File: src/rtl/i2c_reg_target.sv
// I2C target register bank emulating the display controller.
// Pointer byte then data writes; reads auto-increment from the pointer.
module i2c_reg_target #(
    parameter logic [6:0] DEV_ADDR = 7'h20,
    parameter int          ADDR_W   = 4,
    parameter int          FILT     = 3
) (
    input  logic              CLOCK_50,
    input  logic              rst,
    input  logic              scl_in,
    input  logic              sda_in,
    output logic              sda_oe,
    output logic              wr_stb,
    output logic [ADDR_W-1:0] wr_addr,
    output logic [7:0]        wr_data,
    input  logic [ADDR_W-1:0] loc_addr,
    output logic [7:0]        loc_data,
    output logic              busy
);
    localparam int DEPTH = 2 ** ADDR_W;
    localparam int CW    = $clog2(FILT + 1);

    typedef enum logic [3:0] {
        IDLE, ADDR, ACK_A, PTR, ACK_P, WDAT, ACK_W, RDAT, ACK_R
    } state_t;

    logic [1:0] w_pin;
    logic [1:0] w_flt;
    logic [1:0] r_prv;

    assign w_pin = {sda_in, scl_in};

    // bit 0 = SCL, bit 1 = SDA
    for (genvar g = 0; g < 2; g++) begin : g_flt
        logic          r_s1;
        logic          r_s2;
        logic          r_f;
        logic [CW-1:0] r_cnt;

        always_ff @(posedge CLOCK_50 or posedge rst) begin
            if (rst) begin
                r_s1  <= 1'b1;
                r_s2  <= 1'b1;
                r_f   <= 1'b1;
                r_cnt <= '0;
            end else begin
                r_s1 <= w_pin[g];
                r_s2 <= r_s1;
                if (r_s2 == r_f) begin
                    r_cnt <= '0;
                end else if (r_cnt == CW'(FILT - 1)) begin
                    r_f   <= r_s2;
                    r_cnt <= '0;
                end else begin
                    r_cnt <= r_cnt + 1'b1;
                end
            end
        end

        assign w_flt[g] = r_f;
    end

    always_ff @(posedge CLOCK_50 or posedge rst) begin
        if (rst) r_prv <= 2'b11;
        else     r_prv <= w_flt;
    end

    logic w_scl_rise;
    logic w_scl_fall;
    logic w_start;
    logic w_stop;
    logic w_sda;

    assign w_sda      = w_flt[1];
    assign w_scl_rise = w_flt[0] & ~r_prv[0];
    assign w_scl_fall = ~w_flt[0] & r_prv[0];
    assign w_start    = w_flt[0] & r_prv[0] & r_prv[1] & ~w_flt[1];
    assign w_stop     = w_flt[0] & r_prv[0] & ~r_prv[1] & w_flt[1];

    state_t            r_state;
    logic [3:0]        r_bcnt;
    logic [7:0]        r_shift;
    logic [ADDR_W-1:0] r_ptr;
    logic              r_ackd;
    logic [7:0]        r_bank [DEPTH];

    logic [7:0] w_byte;
    logic [7:0] w_rd_byte;
    logic       w_last;

    assign w_byte    = {r_shift[6:0], w_sda};
    assign w_rd_byte = r_bank[r_ptr];
    assign w_last    = (r_bcnt == 4'd7);
    assign loc_data  = r_bank[loc_addr];

    always_ff @(posedge CLOCK_50 or posedge rst) begin
        if (rst) begin
            r_state <= IDLE;
            r_bcnt  <= '0;
            r_shift <= '0;
            r_ptr   <= '0;
            r_ackd  <= 1'b0;
            sda_oe  <= 1'b0;
            wr_stb  <= 1'b0;
            wr_addr <= '0;
            wr_data <= '0;
            busy    <= 1'b0;
            for (int i = 0; i < DEPTH; i++) r_bank[ADDR_W'(i)] <= '0;
        end else begin
            wr_stb <= 1'b0;
            if (w_stop) begin
                r_state <= IDLE;
                sda_oe  <= 1'b0;
                busy    <= 1'b0;
                r_ackd  <= 1'b0;
            end else if (w_start) begin
                r_state <= ADDR;
                r_bcnt  <= '0;
                sda_oe  <= 1'b0;
                r_ackd  <= 1'b0;
            end else if (w_scl_rise) begin
                unique case (r_state)
                    ADDR: begin
                        r_shift <= w_byte;
                        r_bcnt  <= w_last ? 4'd0 : r_bcnt + 1'b1;
                        if (w_last && w_byte[7:1] == DEV_ADDR) begin
                            r_state <= ACK_A;
                            busy    <= 1'b1;
                        end else if (w_last) begin
                            r_state <= IDLE;
                            busy    <= 1'b0;
                        end
                    end
                    PTR: begin
                        r_shift <= w_byte;
                        r_bcnt  <= w_last ? 4'd0 : r_bcnt + 1'b1;
                        if (w_last) begin
                            r_ptr   <= w_byte[ADDR_W-1:0];
                            r_state <= ACK_P;
                        end
                    end
                    WDAT: begin
                        r_shift <= w_byte;
                        r_bcnt  <= w_last ? 4'd0 : r_bcnt + 1'b1;
                        if (w_last) r_state <= ACK_W;
                    end
                    ACK_A, ACK_P: r_ackd <= 1'b1;
                    ACK_W: begin
                        r_ackd         <= 1'b1;
                        r_bank[r_ptr]  <= r_shift;
                        wr_stb         <= 1'b1;
                        wr_addr        <= r_ptr;
                        wr_data        <= r_shift;
                        r_ptr          <= r_ptr + 1'b1;
                    end
                    RDAT: begin
                        r_shift <= {r_shift[6:0], 1'b0};
                        r_bcnt  <= r_bcnt + 1'b1;
                    end
                    ACK_R: begin
                        if (w_sda) r_state <= IDLE;
                        else       r_ackd  <= 1'b1;
                    end
                    default: ;
                endcase
            end else if (w_scl_fall) begin
                unique case (r_state)
                    ACK_A, ACK_P, ACK_W: begin
                        if (!r_ackd) begin
                            sda_oe <= 1'b1;
                        end else begin
                            r_ackd <= 1'b0;
                            r_bcnt <= '0;
                            if (r_state == ACK_A && r_shift[0]) begin
                                r_shift <= w_rd_byte;
                                sda_oe  <= ~w_rd_byte[7];
                                r_state <= RDAT;
                            end else begin
                                sda_oe  <= 1'b0;
                                r_state <= (r_state == ACK_A) ? PTR : WDAT;
                            end
                        end
                    end
                    RDAT: begin
                        if (r_bcnt == 4'd8) begin
                            sda_oe  <= 1'b0;
                            r_bcnt  <= '0;
                            r_ptr   <= r_ptr + 1'b1;
                            r_state <= ACK_R;
                        end else begin
                            sda_oe <= ~r_shift[7];
                        end
                    end
                    ACK_R: begin
                        if (r_ackd) begin
                            r_ackd  <= 1'b0;
                            r_shift <= w_rd_byte;
                            sda_oe  <= ~w_rd_byte[7];
                            r_state <= RDAT;
                        end
                    end
                    default: ;
                endcase
            end
        end
    end

endmodule

File: config.mk
export PLATFORM = sky130hd
export DESIGN_NAME = i2c_reg_target
export DESIGN_NICKNAME = d
export VERILOG_FILES = /design/src/rtl/i2c_reg_target.sv
export SDC_FILE = /design/constraint.sdc
export NUM_CORES = 1
export LEC_CHECK = 0
export BUFFER_PORTS_ARGS = -buffer_cell sky130_fd_sc_hd__buf_2
export CAP_MARGIN = 30
export CORE_MARGIN = 2
export CORE_UTILIZATION = 55
export DETAILED_ROUTE_END_ITERATION = 16
export PLACE_DENSITY = 0.72
export SLEW_MARGIN = 30
export SYNTH_ARGS = -nofsm -noshare
export SYNTH_HDL_FRONTEND = slang
export SYNTH_SLANG_ARGS = --single-unit
File: constraint.sdc
create_clock -name CLOCK_50 -period 3.4 [get_ports CLOCK_50]
set_input_delay 0.17 -clock CLOCK_50 [delete_from_list [all_inputs] [get_ports CLOCK_50]]
set_output_delay 0.17 -clock CLOCK_50 [all_outputs]
set_load 0.02 [all_outputs]
After elaboration in Yosys (flattened, before gate mapping)
Index checks and enable logic that the tools add are counted.
W data, S select, Z words.

cells by class
  multiply operators = 0
  bitwise gates (word level) = 20
  mux-type cells = 76
  magnitude comparators = 3
  div/mod/pow operators = 0
  shifts and indexed selects = 0
  equality and inequality tests = 37
  reduce and logical (&&, ||, !) cells = 31
  add/sub/neg operators = 4

operator list
  operator               count
  $bwmux W128            1
  $mux W4                23
  $mux W8                10
  $bmux W8 S4            2
  $demux W8 S4           1
  $pmux W8 S2            2
  $ne A5 B5 Y1 const B   6
  $mux W1                24
  $pmux W4 S2            3
  $eq A4 B3 Y1 const B   5
  $pmux W4 S4            1
  $reduce_and A4 Y1      4
  $ne A3 B1 Y1 const B   4
  $pmux W4 S3            1
  $reduce_bool A3 Y1     4
  $reduce_bool A4 Y1     3
  $not A1 Y1             11
  $ge A5 B5 Y1 const B   2
  $not A4 Y5             2
  $reduce_and A10 Y1     1
  $reduce_bool A2 Y1     5
  $add A4 B1 Y4 const B  2
  $eq A4 B2 Y1 const B   2
  $eq A4 B4 Y1 const B   2
  other kinds (31)       50

word-level totals
  bits of input ports = 8
  RAM bits = 0
  memory bits (read-only) = 0
  latch bits = 0
  output and inout bits = 23
  memories kept = 0
  flip-flop bits (word level) = 176
  logic and storage cells = 206

Depth between registers and ports, before layout
Gate-level depths: netlist (run 1).

  word-level depth = 12
  mapped depth = 10

Worst setup path after synthesis (run 1)
No wires, ideal clock.

  path type = reg-to-reg
  start point = register g_flt[1].r_f
  end point = register r_bank[0] in the netlist's numbering, enable pin
  data arrival time = 2.233 ns
  stages on the path, launching flop included = 7
  clock period less this slack = 2.628 ns
  path slack = 0.772 ns
  setup time = 0.395 ns
  path buffers = 2
  path through = dfstp_2 > buf_2 > nor2b_1 > o21ai_4 > nand4_2 > clkbuf_1 > nor4_1

between the ends
  cells in the longest elaborated chain, start to end = 4
  elaborated cells between the ends (all ways) = 6
  those cells by class = bitwise: 5; reduce/logical: 1

RTL lines
  element                                 RTL line  source
  start: declaration                      37        logic r_f;
  start signal: assignment                52        r_f <= r_s2;
  $not A1 Y1                              77        assign w_start = w_flt[0] & r_prv[0] & r_prv[1] & ~w_flt[1];
  $and A1 B1 Y1                           77
  $not A1 Y1 (no source line)             -
  $reduce_and A5 Y1 (no source line) (*)  -
  end signal: indexed assignment          150       r_bank[r_ptr] <= r_shift;
  end: declaration                        85        logic [7:0] r_bank [DEPTH];

Mark *: on every way between the ends. The rest lies on a longest branch, timed or not.
A chain may end at the register's enable or synchronous reset.

Worst setup path in the final report (run 1)
  start point = register r_prv[0]
  end point = register r_state[3]

between the ends
  cells in the longest elaborated chain, start to end = 5
  elaborated cells between the ends (all ways) = 22
  those cells by class = eq/ne: 8; mux: 3; bitwise: 8; reduce/logical: 3

RTL lines
  element                                                                RTL line    source
  start: declaration                                                     29          logic [1:0] r_prv;
  start signal: assignment                                               65          else r_prv <= w_flt;
  $and A1 B1 Y1 / $not A1 Y1 (equally long branches)                     77, 78, 75
  $and A1 B1 Y1, on equally long branches                                77, 75, 78
  $and A1 B1 Y1 (tied with other cells)                                  77
  $ne A7 B1 Y1 (no source line) (tied with other cells)                  -
  $reduce_and A10 Y1 (no source line) / $mux W4 (equally long branches)  -
  end signal: assignment                                                 180         r_state <= (r_state == ACK_A) ? PTR : WDAT;
  end: declaration                                                       80          state_t r_state;

Several ways; a longest one is shown, not always the timed one.

==> PnR_summary.wiki, run 1 <==
{| class="wikitable"
! Metric !! Value
|-
| Root Driver || sky130_fd_sc_hd__clkbuf_16
|-
| Detailed Route Iter0 Violations || 813
|-
| Footprint of the multi-input gates || 3970 um^2
|-
| Number of stages on the worst setup path || 9
|-
| DRT Pass-1 Iters || 5
|-
| Setup Crit Path Kind || flip-flop to flip-flop
|-
| Pin count of the biggest net entering global routing || 79
|-
| Most used flip-flop cell after synthesis || sky130_fd_sc_hd__dfrtp_1
|-
| Finished Cell Area || slightly below 10000 um^2
|-
| Sw Pwr || 2.15 mW
|-
| Number of design rule violations left after detail routing || 0
|-
| Final-report hold violation count || 0
|-
| Final cell count without fillers || 874
|-
| Initial core utilization || 0.563
|-
| Global placement routability congestion || 0.967
|-
| Critical-path cell list || inv_1, ha_1, buf_4, inv_1, a31oi_1, o31ai_1, a31oi_1, or2_2, o41ai_1
|-
| Highest-delay cell along the critical path || sky130_fd_sc_hd__dfstp_2
|-
| Number of buffers created by CTS || 17
|-
| Post-layout power || 6.43 mW
|-
| Combinational cell fraction of total power || 0.226
|-
| Count of maximum capacitance violations || 0
|-
| Setup-failing EPs final || 0
|-
| Final HPWL DP || 14000 um
|-
| Peak-usage layer in the global routing report || met2
|-
| Global routing usage summed across all routing layers || 0.255
|-
| LEAKAGE || 4.03 nW
|-
| Maximum level of the CTS H-tree || 4
|-
| Adder-cell share of the synthesized area || 0.0126
|-
| VDD IR-drop max || 0.000531 V
|-
| Clock sink total || 176
|-
| Largest clock skew in the final design || 0.00927 ns
|-
| TritonCTS clock tree || yes
|-
| Power density of the placed cells || between 600 and 700 nW/um^2
|-
| Reg clk slew, reported paths || 0.06 ns
|-
| Buf/Inv on CP || 3
|-
| Post-synthesis mux area share || 0.278
|-
| First-pass GRT wire length || 33200 um
|-
| Post-DRT Antenna Nets || 0
|-
| Fraction of power spent switching nets || 0.334
|-
| Register-to-register setup slack || 0.71 ns
|-
| Congestion Overflow GR || 0
|-
| Register area share after synthesis || 0.530
|-
| Count of vias placed by the detailed router || 5718
|-
| RSZ-0062 raised after global routing || no
|-
| Capturing element type of the critical path || flip-flop
|-
| Reg-to-Reg End || r_state[3]
|-
| Data required time at the worst endpoint || between 3 and 4 ns
|-
| Met1 capacity usage during global routing || 0.352
|-
| Number of global-route vias before repair || 5781
|-
| Die outline area || 17300 um^2
|-
| Register bit count reported by yosys || between 150 and 200
|-
| Area added between synthesis and finish || 10.9%
|-
| Highest clock frequency the design can meet || 372 MHz
|-
| Outcome || finished clean
|-
| Shortest period the worst path allows || 2.69 ns
|-
| Number of placement rows || 46
|-
| Part of the total power dissipated in sequential elements || 0.475
|-
| Final routed wire length divided by cell count || 24.0 um
|-
| Fin Setup TNS || 0 ns
|-
| Post-Synth XOR/XNOR Area || 0.00196
|-
| Clock insertion delay at the later pin of the skew report || 0.44 ns
|-
| Delay of the slowest cell on the worst path || 0.54 ns
|-
| Post-CTS Resized || 0
|-
| Data arrival time at the worst-slack endpoint || 3.01 ns
|-
| Share of the clock period used by the worst path after layout || 0.792
|-
| Kind of cell with the highest combined delay on the critical path || compound AO/OA/AOI/OAI gates
|-
| Net count of the finished layout || between 600 and 700
|-
| Synthesized area || 8940 um^2
|-
| Max FO, Critical Path || 12
|-
| Met3 Use GR || 0.0552
|-
| Cell area after placement || 9300 um^2
|-
| Length in cells of the worst reg-to-reg path || 9
|-
| Crit. Startpoint || r_prv[0]
|-
| Worst R2R Start || r_prv[0]
|-
| Most frequent cells in the layout || sky130_fd_sc_hd__dfrtp_1, sky130_fd_sc_hd__mux4_2, sky130_fd_sc_hd__edfxtp_1
|-
| Clk buf depth || 2
|-
| Initial antenna violation count || 0
|-
| Worst-Margin Slew || 0.935 ns
|-
| Simple-gate share of the synthesized area || 0.0833
|-
| Diode insertion count for antenna repair || 0
|-
| Total Wirelength || between 20000 and 25000 um
|-
| Combinational family with the most area after synthesis || multiplexers
|-
| Vert. Die Dim || 131 um
|-
| Synthesized-area fraction occupied by ao, oa, aoi and oai cells || 0.0672
|-
| Internal cell power || around 4.3 mW
|-
| Via-per-instance ratio || 6.54
|-
| Port Buffer Count || 30
|-
| Part of the power in the clock network || 0.299
|-
| Yosys warnings || 0
|-
| Most common cell after layout, fill and taps aside || sky130_fd_sc_hd__dfrtp_1
|-
| Syn avg cell area || approximately 14 um^2
|-
| Filler cells || ~1200
|-
| Met2 routing resource usage after global routing || 0.399
|-
| Post-Syn Instances || 622
|-
| Number of enable-type register cells in the synthesized netlist || 64
|-
| Layout cell share with drive strength beyond 1 || 0.353
|-
| Core Area || 15900 um^2
|-
| Asr flop ratio synth || 0.636
|-
| Max-slew headroom || 0.376
|-
| Class of the tightest hold or removal check || flip-flop to flip-flop
|-
| IO Pins || 31
|-
| Synth cell types || just under 60
|-
| Register area || around 4700 um^2
|-
| Net count of the mapped netlist || about 640
|-
| Die extent in x || 131 um
|-
| Capture point of the worst path || r_state[3]
|-
| CP startpoint kind || flip-flop
|-
| Number of cells in the design after placement || 839
|-
| Final number of max-transition violations || 0
|}
flip-flops by register name, indices dropped and copies added, names as in the netlist, 4 cells and up:
signal and count:
g_flt.r_cnt 4, r_bank 128, r_bcnt 4, r_ptr 4
r_shift 8, r_state 4, wr_addr 4, wr_data 8
final cells by class:
class / instances / share of cell area
Clock buffer: 25 / 0.0505
Clock inverter: 7 / 0.00758
Inverter: 17 / 0.00694
Multi-Input combinational cell: 387 / 0.401
Sequential cell: 176 / 0.478
Tap cell: 216 / 0.0273
Timing Repair Buffer: 46 / 0.0293
cell families after synthesis:
| family | count (synthesis) |
|---|---|
| flip-flops | 176 |
| AO/OA/AOI/OAI | 93 |
| AND/OR/NAND/NOR | 134 |
| buffers and inverters | 59 |
| multiplexers | 149 |
| XOR/XNOR | 2 |
| adder cells (fa/ha/maj) | 9 |
worst min path at each step:
| stage | slack, ns | from | cells past startpoint | endpoint |
|---|---|---|---|---|
| after floorplan | 0.17 | scl_in | 0 | g_flt[0].r_s1 |
| after global placement | 0.28 | scl_in | 1 | g_flt[0].r_s1 |
| after detailed placement | 0.28 | scl_in | 1 | g_flt[0].r_s1 |
| after CTS | 0.03 | rst | 2 | r_bank[112] |
| after global routing | 0.36 | g_flt[0].r_s1 | 0 | g_flt[0].r_s2 |
| final | 0.36 | g_flt[0].r_s1 | 0 | g_flt[0].r_s2 |
through the flow:
stage | hold slack [ns] | util | setup slack [ns]
floorplan | 0.174 | - | 0.284
global placement | 0.277 | 0.586 | 0.857
detailed placement | 0.279 | 0.586 | 0.745
CTS | 0.0331 | 0.623 | 0.740
global route | 0.359 | 0.624 | 0.501
finish | 0.356 | 0.624 | 0.709
metal layers:
| metal | vias to the layer above | wire length [um] |
|---|---|---|
| li1 | 2453 | - |
| met1 | 2980 | 8490 |
| met2 | 244 | 10300 |
| met3 | 41 | 1510 |
| met4 | 0 | 579 |
| met5 | - | 0 |
worst register-to-register path: cells and delay by family, from the launching register on:
family | cells | cell delay (ns)
and+or+nand+nor | 1 | 0.35
buffers and inverters | 3 | 0.50
AOI/OAI and AO/OA | 4 | 0.84
adders and majority gates | 1 | 0.33
DFF | 1 | 0.54
cell usage after synthesis, types with 3 or more instances:
cell type / instances / area [um^2]
sky130_fd_sc_hd__a211oi_1: 15 / 113
sky130_fd_sc_hd__clkbuf_1: 22 / 82.6
sky130_fd_sc_hd__dfrtp_1: 104 / 2600
sky130_fd_sc_hd__mux2_1: 5 / 56.3
sky130_fd_sc_hd__mux2i_1: 10 / 100
sky130_fd_sc_hd__and2_1: 13 / 81.3
sky130_fd_sc_hd__nor3_1: 9 / 45.0
sky130_fd_sc_hd__edfxtp_1: 64 / 1920
sky130_fd_sc_hd__dfstp_2: 8 / 210
sky130_fd_sc_hd__a31oi_1: 6 / 37.5
sky130_fd_sc_hd__or2_2: 3 / 18.8
sky130_fd_sc_hd__inv_1: 16 / 60.1
sky130_fd_sc_hd__o31ai_1: 5 / 37.5
sky130_fd_sc_hd__mux4_2: 73 / 1640
sky130_fd_sc_hd__mux2_2: 61 / 687
sky130_fd_sc_hd__buf_2: 15 / 75.1
sky130_fd_sc_hd__and3b_1: 3 / 26.3
sky130_fd_sc_hd__nand3_1: 6 / 30.0
sky130_fd_sc_hd__nand2_4: 4 / 45.0
sky130_fd_sc_hd__nand2_1: 44 / 165
sky130_fd_sc_hd__nor2b_1: 5 / 31.3
sky130_fd_sc_hd__o21ai_0: 23 / 115
sky130_fd_sc_hd__nand3b_1: 3 / 22.5
sky130_fd_sc_hd__a21oi_1: 25 / 125
sky130_fd_sc_hd__nand2b_1: 5 / 31.3
sky130_fd_sc_hd__buf_1: 5 / 18.8
sky130_fd_sc_hd__nor2_1: 20 / 75.1
sky130_fd_sc_hd__ha_1: 9 / 113
power groups by stage:
stage	combinational [mW]	sequential, mW	clock [mW]
after floorplan	1.22	2.80	0
after detailed placement	1.43	3.09	0
after CTS	1.45	3.05	1.94
after global routing	1.58	3.11	2.03
final	1.45	3.05	1.93
after global placement	1.40	3.07	0
what timing repair did:
action                                 in CTS  in global routing
setup buffers                               0                  0
hold buffers                                2                  1
endpoints found under the hold margin       2                 76
Power figures use the tool's default switching activity.
==> run 2: changes to the inputs <==
Settings changed: ABC_AREA from default to 1.
Clock period 3.4 ns to 2.8 ns, I/O delays scaled along.
==> run 2 against run 1 <==
Via count rose by 45%. Critical path type unchanged. Utilization is 1.2 points lower. Synthesized area grew 7.1%. Combinational power is 100% higher. Register-to-register slack got worse by 0.35 ns. Largest power group unchanged. Wire length rose by 30%. Critical endpoint is now r_bank[62]. Cell area rose by 6.0%.
==> PnR_summary.wiki, run 2 <==
{| class="wikitable"
! Metric !! Value
|-
| Setup Crit Path Kind || flip-flop to flip-flop
|-
| DRT Pass-1 Iters || 7 (+2)
|-
| Combinational cell fraction of total power || 0.338 (+0.112)
|-
| CP startpoint kind || flip-flop
|-
| Most used flip-flop cell after synthesis || sky130_fd_sc_hd__dfrtp_1
|-
| Sw Pwr || 3.39 mW (+58%)
|-
| Synthesized area || 9570 um^2 (+7.1%)
|-
| TritonCTS clock tree || yes
|-
| IO Pins || 31 (unchanged)
|-
| Syn avg cell area || 8.30 um^2 (-42%)
|-
| Vert. Die Dim || 136 um (+3.4%)
|-
| VDD IR-drop max || 0.000616 V (+16%)
|-
| Post-Synth XOR/XNOR Area || 0.00458 (+0.00262)
|-
| Global placement routability congestion || 0.912 (-5.7%)
|-
| Final routed wire length divided by cell count || 19.4 um (-19%)
|-
| Most common cell after layout, fill and taps aside || sky130_fd_sc_hd__nand2_1
|-
| Leading post-synthesis cells by cell area || sky130_fd_sc_hd__dfrtp_1, sky130_fd_sc_hd__edfxtp_1, sky130_fd_sc_hd__nand2_1, sky130_fd_sc_hd__o21ai_0, sky130_fd_sc_hd__inv_1
|-
| Post-route core utilization || 0.612 (-0.0122)
|-
| Power density of the placed cells || 820 nW/um^2 (+26%)
|-
| Synth cell types || 44 (-24%)
|-
| Shortest period the worst path allows || 2.44 ns (-0.254 ns)
|-
| Outcome || finished clean
|-
| Net count of the mapped netlist || 1170 (+83%)
|-
| Worst Hold Path Cells || 2 (+2)
|-
| Number of buffers created by CTS || 17 (unchanged)
|-
| Clock sink total || 176 (unchanged)
|-
| Most frequent cells in the layout || sky130_fd_sc_hd__nand2_1, sky130_fd_sc_hd__o21ai_0, sky130_fd_sc_hd__dfrtp_1
|-
| Number of placement rows || 48 (+4.3%)
|-
| Maximum level of the CTS H-tree || 4 (unchanged)
|-
| Synthesized-area fraction occupied by ao, oa, aoi and oai cells || 0.197 (+0.130)
|-
| Data required time at the worst endpoint || 2.87 ns (-0.85 ns)
|-
| Post-DRT Antenna Nets || 0 (unchanged)
|-
| Final HPWL DP || 18300 um (+31%)
|-
| Port Buffer Count || 30 (unchanged)
|-
| Die extent in x || 136 um (+3.4%)
|-
| Initial core utilization || 0.557 (-0.00558)
|-
| Clk buf depth || 2 (unchanged)
|-
| Pre-CTS WS || 0.381 ns (-0.364 ns)
|-
| Adder-cell share of the synthesized area || 0.0118 (-0.000830)
|-
| Number of enable-type register cells in the synthesized netlist || 64 (unchanged)
|-
| Hold-fix buffer count after cts || 3 (+1)
|-
| Detailed Route Iter0 Violations || 970 (+19%)
|-
| Filler cells || 1530 (+28%)
|-
| Largest clock skew in the final design || 0.00649 ns (-0.00278 ns)
|-
| Capturing element type of the critical path || flip-flop
|-
| Length in cells of the worst reg-to-reg path || 10 (+1)
|-
| Combinational family with the most area after synthesis || simple AND/OR/NAND/NOR gates
|-
| Part of the total power dissipated in sequential elements || 0.377 (-0.098)
|-
| Post-Syn Instances || 1153 (+85%)
|-
| Max-slew headroom || 0.497 (+0.121)
|-
| Area added between synthesis and finish || 9.79%
|-
| Via-per-instance ratio || 5.91 (-9.6%)
|-
| Most area-hungry cell type in the Yosys netlist || sky130_fd_sc_hd__dfrtp_1
|-
| Root Driver || sky130_fd_sc_hd__clkbuf_16
|-
| First-pass GRT wire length || 43300 um (+31%)
|-
| Simple-gate share of the synthesized area || 0.212 (+0.129)
|-
| Post-synth top area share || 0.272 (-0.0192)
|-
| RSZ-0062 raised after global routing || no
|-
| Pin count of the biggest net entering global routing || 113 (+43%)
|-
| Internal cell power || 5.23 mW (+22%)
|-
| Asr flop ratio synth || 0.636 (unchanged)
|-
| Yosys warnings || 0 (unchanged)
|-
| Max FO, Critical Path || 27 (+15)
|-
| Number of design rule violations left after detail routing || 0 (unchanged)
|-
| Global routing usage summed across all routing layers || 0.314 (+0.0584)
|-
| Largest registers in the final layout || r_bank: 128 flops, r_shift: 8 flops, wr_data: 8 flops
|-
| Most frequent cell after synthesis || sky130_fd_sc_hd__nand2_1
|-
| Count of maximum capacitance violations || 0 (unchanged)
|-
| Diode insertion count for antenna repair || 0 (unchanged)
|-
| Reg clk slew, reported paths || 0.06 ns (about the same)
|-
| Layout cell share with drive strength beyond 1 || 0.133 (-0.220)
|-
| Post-CTS Resized || 0 (unchanged)
|-
| Initial antenna violation count || 0 (unchanged)
|-
| Post-synthesis mux area share || 0 (-0.278)
|-
| Final-report hold violation count || 0 (unchanged)
|-
| Part of the power in the clock network || 0.285 (-0.014)
|-
| Highest clock frequency the design can meet || 410 MHz (+10%)
|-
| Total Wirelength || 27200 um (+30%)
|-
| Final number of max-transition violations || 0 (unchanged)
|-
| Number of global-route vias before repair || 7829 (+35%)
|-
| Register area share after synthesis || 0.495 (-0.0349)
|-
| Net count of the finished layout || 1179 (+78%)
|-
| Most frequent cells after synthesis || sky130_fd_sc_hd__nand2_1, sky130_fd_sc_hd__o21ai_0, sky130_fd_sc_hd__dfrtp_1, sky130_fd_sc_hd__inv_1, sky130_fd_sc_hd__nor2_1
|-
| Congestion Overflow GR || 0 (unchanged)
|-
| Max reg flops || 128 (unchanged)
|-
| Class of the tightest hold or removal check || primary input to flip-flop
|-
| Count of vias placed by the detailed router || 8277 (+45%)
|-
| Core Area || 17200 um^2 (+8.1%)
|-
| Fraction of power spent switching nets || 0.393 (+0.0589)
|-
| LEAKAGE || 4.53 nW (+12%)
|-
| Largest Register || r_bank
|-
| Fin Setup TNS || 0 ns (unchanged)
|-
| Clock insertion delay at the later pin of the skew report || 0.44 ns (about the same)
|-
| Minimum hold slack || 0.343 ns (-0.0131 ns)
|-
| Share of the clock period used by the worst path after layout || 0.871 (+0.0789)
|-
| Worst-Margin Slew || 0.753 ns (-0.182 ns)
|-
| Data arrival time at the worst-slack endpoint || 2.51 ns (-0.50 ns)
|-
| Die outline area || 18500 um^2 (+6.8%)
|-
| Setup WS post-layout || 0.363 ns (-0.346 ns)
|-
| Register bit count reported by yosys || 176 (unchanged)
|-
| Setup Fix Bufs, Post-CTS || 0 (unchanged)
|-
| Setup-failing EPs final || 0 (unchanged)
|}
[run 2: cell type report]
class / instances / area, um^2 / share of cell area
flip-flops and latches: 176 / 4740 / 0.451
multi-input cells: 798 / 4070 / 0.388
inverters: 117 / 453 / 0.0431
clock buffers: 20 / 447 / 0.0425
repair buffers: 52 / 360 / 0.0343
well taps: 225 / 282 / 0.0268
clock inverters: 12 / 155 / 0.0148
[run 2: path summary, 6_finish.rpt]
path / slack, ns / from / end
max: 0.36 / g_flt[0].r_f / r_bank[62]
max reg2reg: 0.36 / g_flt[0].r_f / r_bank[62]
min: 0.34 / scl_in / g_flt[0].r_s1
min reg2reg: 0.36 / g_flt[1].r_s1 / g_flt[1].r_s2
min in group asynchronous: 0.51 / rst / wr_data[6]
max in group asynchronous: 1.82 / rst / r_ptr[1]
[run 2: critical path, stage by stage (launching register included)]
cell and delay [ns]:
sky130_fd_sc_hd__dfstp_2 0.39, sky130_fd_sc_hd__ha_1 0.20, sky130_fd_sc_hd__nand2_1 0.08, sky130_fd_sc_hd__nor2_2 0.05
sky130_fd_sc_hd__inv_2 0.11, sky130_fd_sc_hd__nand2_8 0.09, sky130_fd_sc_hd__nor2_8 0.14, sky130_fd_sc_hd__nand2_8 0.19
sky130_fd_sc_hd__nor2_8 0.17, sky130_fd_sc_hd__inv_1 0.10, sky130_fd_sc_hd__nor2_1 0.54
[run 2: cells by family after synthesis]
group                    count (synthesis)
AO/OA/AOI/OAI                          343
XOR/XNOR                                 5
adder cells (fa/ha/maj)                  9
buffers and inverters                  179
flip-flops                             176
AND/OR/NAND/NOR                        441
[run 2: power groups by stage]
stage / combinational (mW) / sequential (mW) / clock [mW]
2_1_floorplan: 2.06 / 3.21 / 0
3_3_place_gp: 2.84 / 3.28 / 0
3_5_place_dp: 2.86 / 3.29 / 0
4_1_cts: 2.88 / 3.24 / 2.47
5_1_grt: 3.25 / 3.28 / 2.56
6_report: 2.92 / 3.25 / 2.46
[run 2: metal layers]
metal | global-route usage | up-vias | wire length [um]
met4 | 0.112 | 0 | 777
li1 | - | 3903 | -
met2 | 0.499 | 399 | 12600
met5 | 0 | - | 0
met3 | 0.0611 | 69 | 2350
met1 | 0.432 | 3906 | 11400
[run 2: stage by stage]
step	total power, mW	cells	instance area, um^2
floorplan	5.27	1153	9570
global placement	6.13	1365	9870
detailed placement	6.15	1365	9870
CTS	8.59	1400	10500
global route	9.08	1400	10500
finish	8.62	1400	10500
